==> src/rtl/wb_pkg.sv <==
// Shared types and constants for the writeback arbiter and its source queues.
package wb_pkg;

  localparam int NREG   = 15;
  localparam int DEST_W = 4;
  localparam int DATA_W = 32;
  localparam int SEQ_W  = 3;

  typedef struct packed {
    logic [DEST_W-1:0] dest;
    logic [DATA_W-1:0] data;
    logic [SEQ_W-1:0]  seq;
  } wb_entry_t;

  // True when stamp x was issued before stamp y. Stamps wrap, so age is the
  // modular distance; with at most four entries in flight the distance from
  // an older to a younger stamp is always 1..3 (upper half means "younger").
  function automatic logic seq_older(input logic [SEQ_W-1:0] x,
                                     input logic [SEQ_W-1:0] y);
    logic [SEQ_W-1:0] d;
    d = y - x;
    return (d != '0) && !d[SEQ_W-1];
  endfunction

endpackage

==> src/rtl/wb_fifo.sv <==
// Per-source writeback queue: DEPTH entries, occupancy-count full/empty.
module wb_fifo
  import wb_pkg::*;
#(
  parameter int DEPTH = 2
) (
  input  logic      clk,
  input  logic      rst,
  input  logic      push,
  input  wb_entry_t din,
  input  logic      pop,
  output wb_entry_t head,
  output logic      full,
  output logic      empty
);

  localparam int PW = (DEPTH > 1) ? $clog2(DEPTH) : 1;
  localparam int CW = $clog2(DEPTH + 1);
  localparam logic [PW-1:0] LAST = PW'(DEPTH - 1);
  localparam logic [CW-1:0] CAP  = CW'(DEPTH);

  logic [PW-1:0] wr_ptr;
  logic [PW-1:0] rd_ptr;
  logic [CW-1:0] count;
  wb_entry_t     mem [DEPTH];

  function automatic logic [PW-1:0] ptr_next(input logic [PW-1:0] p);
    return (p == LAST) ? '0 : p + 1'b1;
  endfunction

  // Pointer and occupancy bookkeeping; pointers wrap at DEPTH.
  always_ff @(posedge clk) begin
    if (rst) begin
      wr_ptr <= '0;
      rd_ptr <= '0;
      count  <= '0;
    end else begin
      if (push) wr_ptr <= ptr_next(wr_ptr);
      if (pop)  rd_ptr <= ptr_next(rd_ptr);
      case ({push, pop})
        2'b10:   count <= count + 1'b1;
        2'b01:   count <= count - 1'b1;
        default: count <= count;
      endcase
    end
  end

  // Payload storage, written on push only.
  always_ff @(posedge clk) begin
    if (push) mem[wr_ptr] <= din;
  end

  assign head  = mem[rd_ptr];
  assign full  = (count == CAP);
  assign empty = (count == '0);

endmodule

==> src/rtl/wb_arbiter.sv <==
// Two-source register-file writeback arbiter with age-ordered WAW handling
// and a per-register pending-write scoreboard for decode hazard checks.
module wb_arbiter
  import wb_pkg::*;
#(
  parameter int DEPTH = 2,
  parameter int NREG  = wb_pkg::NREG
) (
  input  logic              clk,
  input  logic              rst,
  input  logic              a_valid,
  output logic              a_ready,
  input  logic [DEST_W-1:0] a_dest,
  input  logic [DATA_W-1:0] a_data,
  input  logic              b_valid,
  output logic              b_ready,
  input  logic [DEST_W-1:0] b_dest,
  input  logic [DATA_W-1:0] b_data,
  input  logic [DEST_W-1:0] src1,
  input  logic [DEST_W-1:0] src2,
  output logic              hazard1,
  output logic              hazard2,
  output logic              writeBackEn,
  output logic [DEST_W-1:0] Dest_wb,
  output logic [DATA_W-1:0] Result_WB,
  output logic              bad_dest
);

  localparam logic [DEST_W:0] NREG_X = (DEST_W + 1)'(NREG);

  logic [SEQ_W-1:0] seq;
  logic             prio_a;
  logic             acc_a, acc_b;
  logic             a_full, a_empty, b_full, b_empty;
  logic             pop_a, pop_b, pop_v, rr_flip;
  wb_entry_t        a_in, b_in, a_head, b_head, pop_e;
  logic [2:0]       pending   [NREG];
  logic [2:0]       pend_next [NREG];

  function automatic logic in_range(input logic [DEST_W-1:0] d);
    return {1'b0, d} < NREG_X;
  endfunction

  assign a_ready = !rst && !a_full;
  assign b_ready = !rst && !b_full;
  assign acc_a   = a_valid && a_ready;
  assign acc_b   = b_valid && b_ready;

  // A is stamped first when both sources are accepted together.
  assign a_in = '{dest: a_dest, data: a_data, seq: seq};
  assign b_in = '{dest: b_dest, data: b_data, seq: seq + SEQ_W'(acc_a)};

  assign bad_dest = (acc_a && !in_range(a_dest)) || (acc_b && !in_range(b_dest));

  wb_fifo #(.DEPTH(DEPTH)) u_fifo_a (
    .clk   (clk),
    .rst   (rst),
    .push  (acc_a),
    .din   (a_in),
    .pop   (pop_a),
    .head  (a_head),
    .full  (a_full),
    .empty (a_empty)
  );

  wb_fifo #(.DEPTH(DEPTH)) u_fifo_b (
    .clk   (clk),
    .rst   (rst),
    .push  (acc_b),
    .din   (b_in),
    .pop   (pop_b),
    .head  (b_head),
    .full  (b_full),
    .empty (b_empty)
  );

  // Head selection: lone head wins; same dest goes by age; otherwise round-robin.
  always_comb begin
    pop_a   = 1'b0;
    pop_b   = 1'b0;
    rr_flip = 1'b0;
    if (!rst) begin
      if (!a_empty && !b_empty) begin
        if (a_head.dest == b_head.dest) begin
          pop_a = seq_older(a_head.seq, b_head.seq);
        end else begin
          pop_a   = prio_a;
          rr_flip = 1'b1;
        end
        pop_b = !pop_a;
      end else begin
        pop_a = !a_empty;
        pop_b = !b_empty;
      end
    end
  end

  assign pop_v = pop_a || pop_b;
  assign pop_e = pop_a ? a_head : b_head;

  // Scoreboard next state: accepts add, the pop subtracts, same-cycle cancels.
  always_comb begin
    for (int r = 0; r < NREG; r++) begin
      pend_next[r] = pending[r]
                   + 3'(acc_a && (a_dest == DEST_W'(r)))
                   + 3'(acc_b && (b_dest == DEST_W'(r)))
                   - 3'(pop_v && (pop_e.dest == DEST_W'(r)));
    end
  end

  // Scoreboard, sequence stamp and round-robin priority state.
  always_ff @(posedge clk) begin
    if (rst) begin
      for (int r = 0; r < NREG; r++) pending[r] <= '0;
      seq    <= '0;
      prio_a <= 1'b1;
    end else begin
      pending <= pend_next;
      seq     <= seq + SEQ_W'(acc_a) + SEQ_W'(acc_b);
      if (rr_flip) prio_a <= !prio_a;
    end
  end

  // Registered write port; out-of-range entries drain without a write.
  always_ff @(posedge clk) begin
    if (rst) begin
      writeBackEn <= 1'b0;
      Dest_wb     <= '0;
      Result_WB   <= '0;
    end else begin
      writeBackEn <= pop_v && in_range(pop_e.dest);
      if (pop_v && in_range(pop_e.dest)) begin
        Dest_wb   <= pop_e.dest;
        Result_WB <= pop_e.data;
      end
    end
  end

  // Hazard: an outstanding queued write, or the write currently on the port.
  always_comb begin
    hazard1 = writeBackEn && (Dest_wb == src1);
    hazard2 = writeBackEn && (Dest_wb == src2);
    if (in_range(src1) && (pending[src1] != '0)) hazard1 = 1'b1;
    if (in_range(src2) && (pending[src2] != '0)) hazard2 = 1'b1;
  end

endmodule

==> config.mk <==
export PLATFORM = sky130hd
export DESIGN_NAME = wb_arbiter
export DESIGN_NICKNAME = d
export VERILOG_FILES = /design/src/rtl/wb_pkg.sv /design/src/rtl/wb_fifo.sv /design/src/rtl/wb_arbiter.sv
export SDC_FILE = /design/constraint.sdc
export NUM_CORES = 1
export LEC_CHECK = 0
export BUFFER_PORTS_ARGS = -buffer_cell sky130_fd_sc_hd__buf_2
export CAP_MARGIN = 15
export CORE_AREA = 2 2 173 175
export DETAILED_ROUTE_END_ITERATION = 8
export DIE_AREA = 0 0 175 177
export PLACE_DENSITY_LB_ADDON = 0.3
export SYNTH_ARGS = -nofsm -noshare
export SYNTH_HDL_FRONTEND = slang
export SYNTH_SLANG_ARGS = --single-unit
==> constraint.sdc <==
create_clock -name clk -period 5.99 [get_ports clk]
set_input_delay 1.198 -clock clk [delete_from_list [all_inputs] [get_ports clk]]
set_output_delay 1.198 -clock clk [all_outputs]
set_load 0.01 [all_outputs]
==> results.py <==
metrics = {
    "clock_tree": {
        "cts_buffers": 27,
        "cts.root.buffer_cell": "clkbuf_16",
        "cts_tree": "done",
        "cts_setup_buffers": 0,
        "clock_path_buffers": 3,
        "cts_resized": 0,
        "cts_sinks": 252,
        "clock_latency_ps": 530,
        "htreeDepth": 1,
        "clk_pin_slew_ps": 60,
        "holdBufCountCts": 0,
    },
    "route": {
        "route.antenna.remaining_nets": 0,
        "drt_drc_violations_left": 0,
        "wirelength_um": 27000,
        "viasPerCell": 5.19,
        "drt_first_pass_iters": 7,
        "dr_total_vias": 7499,
        "wl_per_cell_um": 18.7,
        "drtIter0Drc": 588,
    },
    "global_route": {
        "grt_overflow": 0,
        "grt_max_degree": 75,
        "grt_pass1_wl_um": 41800,
        "grt_util_all_layers": 0.174,
        "antenna_found_initial": 1,
        "grt_pass1_vias": 7471,
    },
    "timing": {
        "final_max_slew_viol_count": 0,
        "finalCritPeriodShare": 0.878,
        "rsz0062_at_grt": "false",
        "tightest_slew_ps": 1070,
        "hold_violations": 0,
        "final.setup.tns_ps": 0,
        "fin_crit_ps": 5260,
        "max_freq_mhz": 190,
        "finalSetupViolations": 0,
        "skew_ps": 7.64,
        "max_slew_margin": 0.287,
    },
    "worst_setup_path": {
        "path_buf_inv": 2,
        "worst_setup_path_start_kind": "register",
        "crit_slowest_cell": "dfxtp_2",
        "crit_fanout": 45,
        "cp-end-kind": "register",
        "crit_required_ps": 6380,
        "cp_cell_sequence": "buf_4, mux2i_1, ha_1, nand2b_1, nor2b_1, mux2i_1, a211o_1, nand2_4, mux2_2, nor4_1, ha_1, inv_1, fa_1, fa_1, xnor2_1, xnor2_1, nor2_1",
        "crit_path_max_incr_delay_ps": 680,
        "crit_family": "adder cells",
        "crit_arrival_ps": 5650,
        "worstSetupPathType": "register to register",
    },
    "floorplanning": {
        "initial_core_util": 0.391,
        "num_rows": 63,
        "die_y_um": 177,
        "die_x_um": 175,
        "ios": 126,
        "core_area_sq_um": 29200,
        "die_area_sq_um": 31000,
    },
    "cells_and_area": {
        "final_cell_mix": "edfxtp_1, buf_2, dfxtp_1",
        "nets": 1170,
        "drive_gt1_frac": 0.223,
        "mostFrequentLayoutCell": "edfxtp_1",
        "syn2layout_area_growth_pct": 16.8,
        "diodes": 0,
        "fin_area_sq_um": 13400,
    },
    "hold_path": {
        "hp-class": "register to register",
    },
    "synth": {
        "yosysSeqAreaShare": 0.578,
        "syn-num-nets": 1052,
        "yosys_warnings": 0,
        "synth_edf_count": 156,
        "ys_ff_latch": 252,
        "synth.top_cell.area_share": 0.410,
        "ys_top_cells_by_area": "edfxtp_1, dfxtp_1, fa_1",
        "synth_area_leader_cell": "edfxtp_1",
        "syn-instance-count": 915,
        "syn_avg_cell_area_sq_um": 12.5,
        "async_flop_share": 0,
        "netlist_area_sq_um": 11400,
        "synth_cell_types": 54,
        "synthFlopType": "edfxtp_1",
    },
    "placement": {
        "placed_cell_area_sq_um": 12500,
        "io_buffers": 125,
        "dp_hpwl_um": 17900,
        "routabilityCongestion": 0.804,
    },
    "power_and_ir_drop": {
        "power_leakage_uw": 0.00489,
        "peakVddDrop_mv": 0.237,
        "p_per_area_nw_per_um2": 415,
    },
    "job": {
        "maxCapViolations": 0,
    },
    "outcome": {
        "status": "finished, final reports clean",
    },
}
## power breakdown
part | switching [uW] | internal (uW) | total [uW]
Clock | 681 | 1010 | 1690
Combinational | 926 | 631 | 1560
Sequential | 190 | 2110 | 2300
Total | 1800 | 3750 | 5550
## cells in the mapped netlist (all sizes together), types with 2 or more instances
cell type and n:
edfxtp 156, dfxtp 96, inv 53, a21oi 50, mux2i 47, nor2 44
xnor2 44, nand3 42, nor4 41, clkbuf 37, mux2 37, nand2 35
nor2b 35, a31oi 34, fa 30, ha 23, nor3 20, o21ai 14
buf 10, or3 9, xor2 9, a211oi 7, and3 6, mux4 4
o21a 4, nand2b 3, nand4 3, a21o 2, a311oi 2, nand4b 2
nor3b 2, nor4b 2, o41ai 2
## area by class of cell
class	count	area, sq um
tap	390	488
sequential	252	6610
clock inverter	14	183
multi-input combinational	563	4460
fill	2649	15900
timing repair buffer	136	711
inverter	53	201
clock buffer	36	709
## worst reg2reg max path, delay by kind of cell (launching register included)
| family | cells | cell delay, ps |
|---|---|---|
| muxes | 3 | 880 |
| AOI/OAI and AO/OA | 1 | 380 |
| DFF | 1 | 680 |
| and+or+nand+nor | 5 | 1130 |
| xor gates and xnor gates | 2 | 310 |
| buffers and inverters | 2 | 490 |
| adders and majority gates | 4 | 1230 |
## kinds of logic after synthesis
| group | after synthesis | synth area share |
|---|---|---|
| DFF | 252 | 0.578 |
| and+or+nand+nor | 246 | 0.113 |
| AOI/OAI and AO/OA | 123 | 0.0663 |
| buffers and inverters | 100 | 0.0356 |
| muxes | 88 | 0.0889 |
| xor gates and xnor gates | 53 | 0.0406 |
| adders and majority gates | 53 | 0.0777 |
## stage by stage
stage          setup slack (ps)   util  std cells  hold WS, ps  total power (uW)
6_report                    733  0.457       1444          462              5550
5_1_grt                     377  0.457       1444          487              5840
4_1_cts                     728  0.457       1444          465              5590
3_5_place_dp                764  0.426       1394          457              3890
3_3_place_gp                926  0.426       1394          454              3860
2_1_floorplan              1240      -        915          432              3390
## routing by layer
metal | global-route usage | vias to the layer above | routed length (um)
met5 | 0 | - | 13
met4 | 0.0535 | 2 | 741
met3 | 0.0236 | 45 | 1400
met2 | 0.285 | 228 | 12600
met1 | 0.241 | 3656 | 12300
li1 | - | 3568 | -
## path summary, 6_finish.rpt
path / slack, ps / start / depth (start not counted) / endpoint
max reg2reg: 730 / register / 17 / pending[17]
min: 460 / Result_WB[9] / 2 / Result_WB[9]
min reg2reg: 460 / Result_WB[9] / 2 / Result_WB[9]
max: 730 / register / 17 / pending[17]
## state kept, by name, indices dropped and copies added, names as in the netlist, named ones only
name             flops
Dest_wb              4
Result_WB           32
pending             45
prio_a               1
seq                  3
u_fifo_a.count       2
u_fifo_a.mem        78
u_fifo_a.rd_ptr      1
u_fifo_a.wr_ptr      1
u_fifo_b.count       2
u_fifo_b.mem        78
u_fifo_b.rd_ptr      1
u_fifo_b.wr_ptr      1
writeBackEn          1
Power figures use the tool's default switching activity.
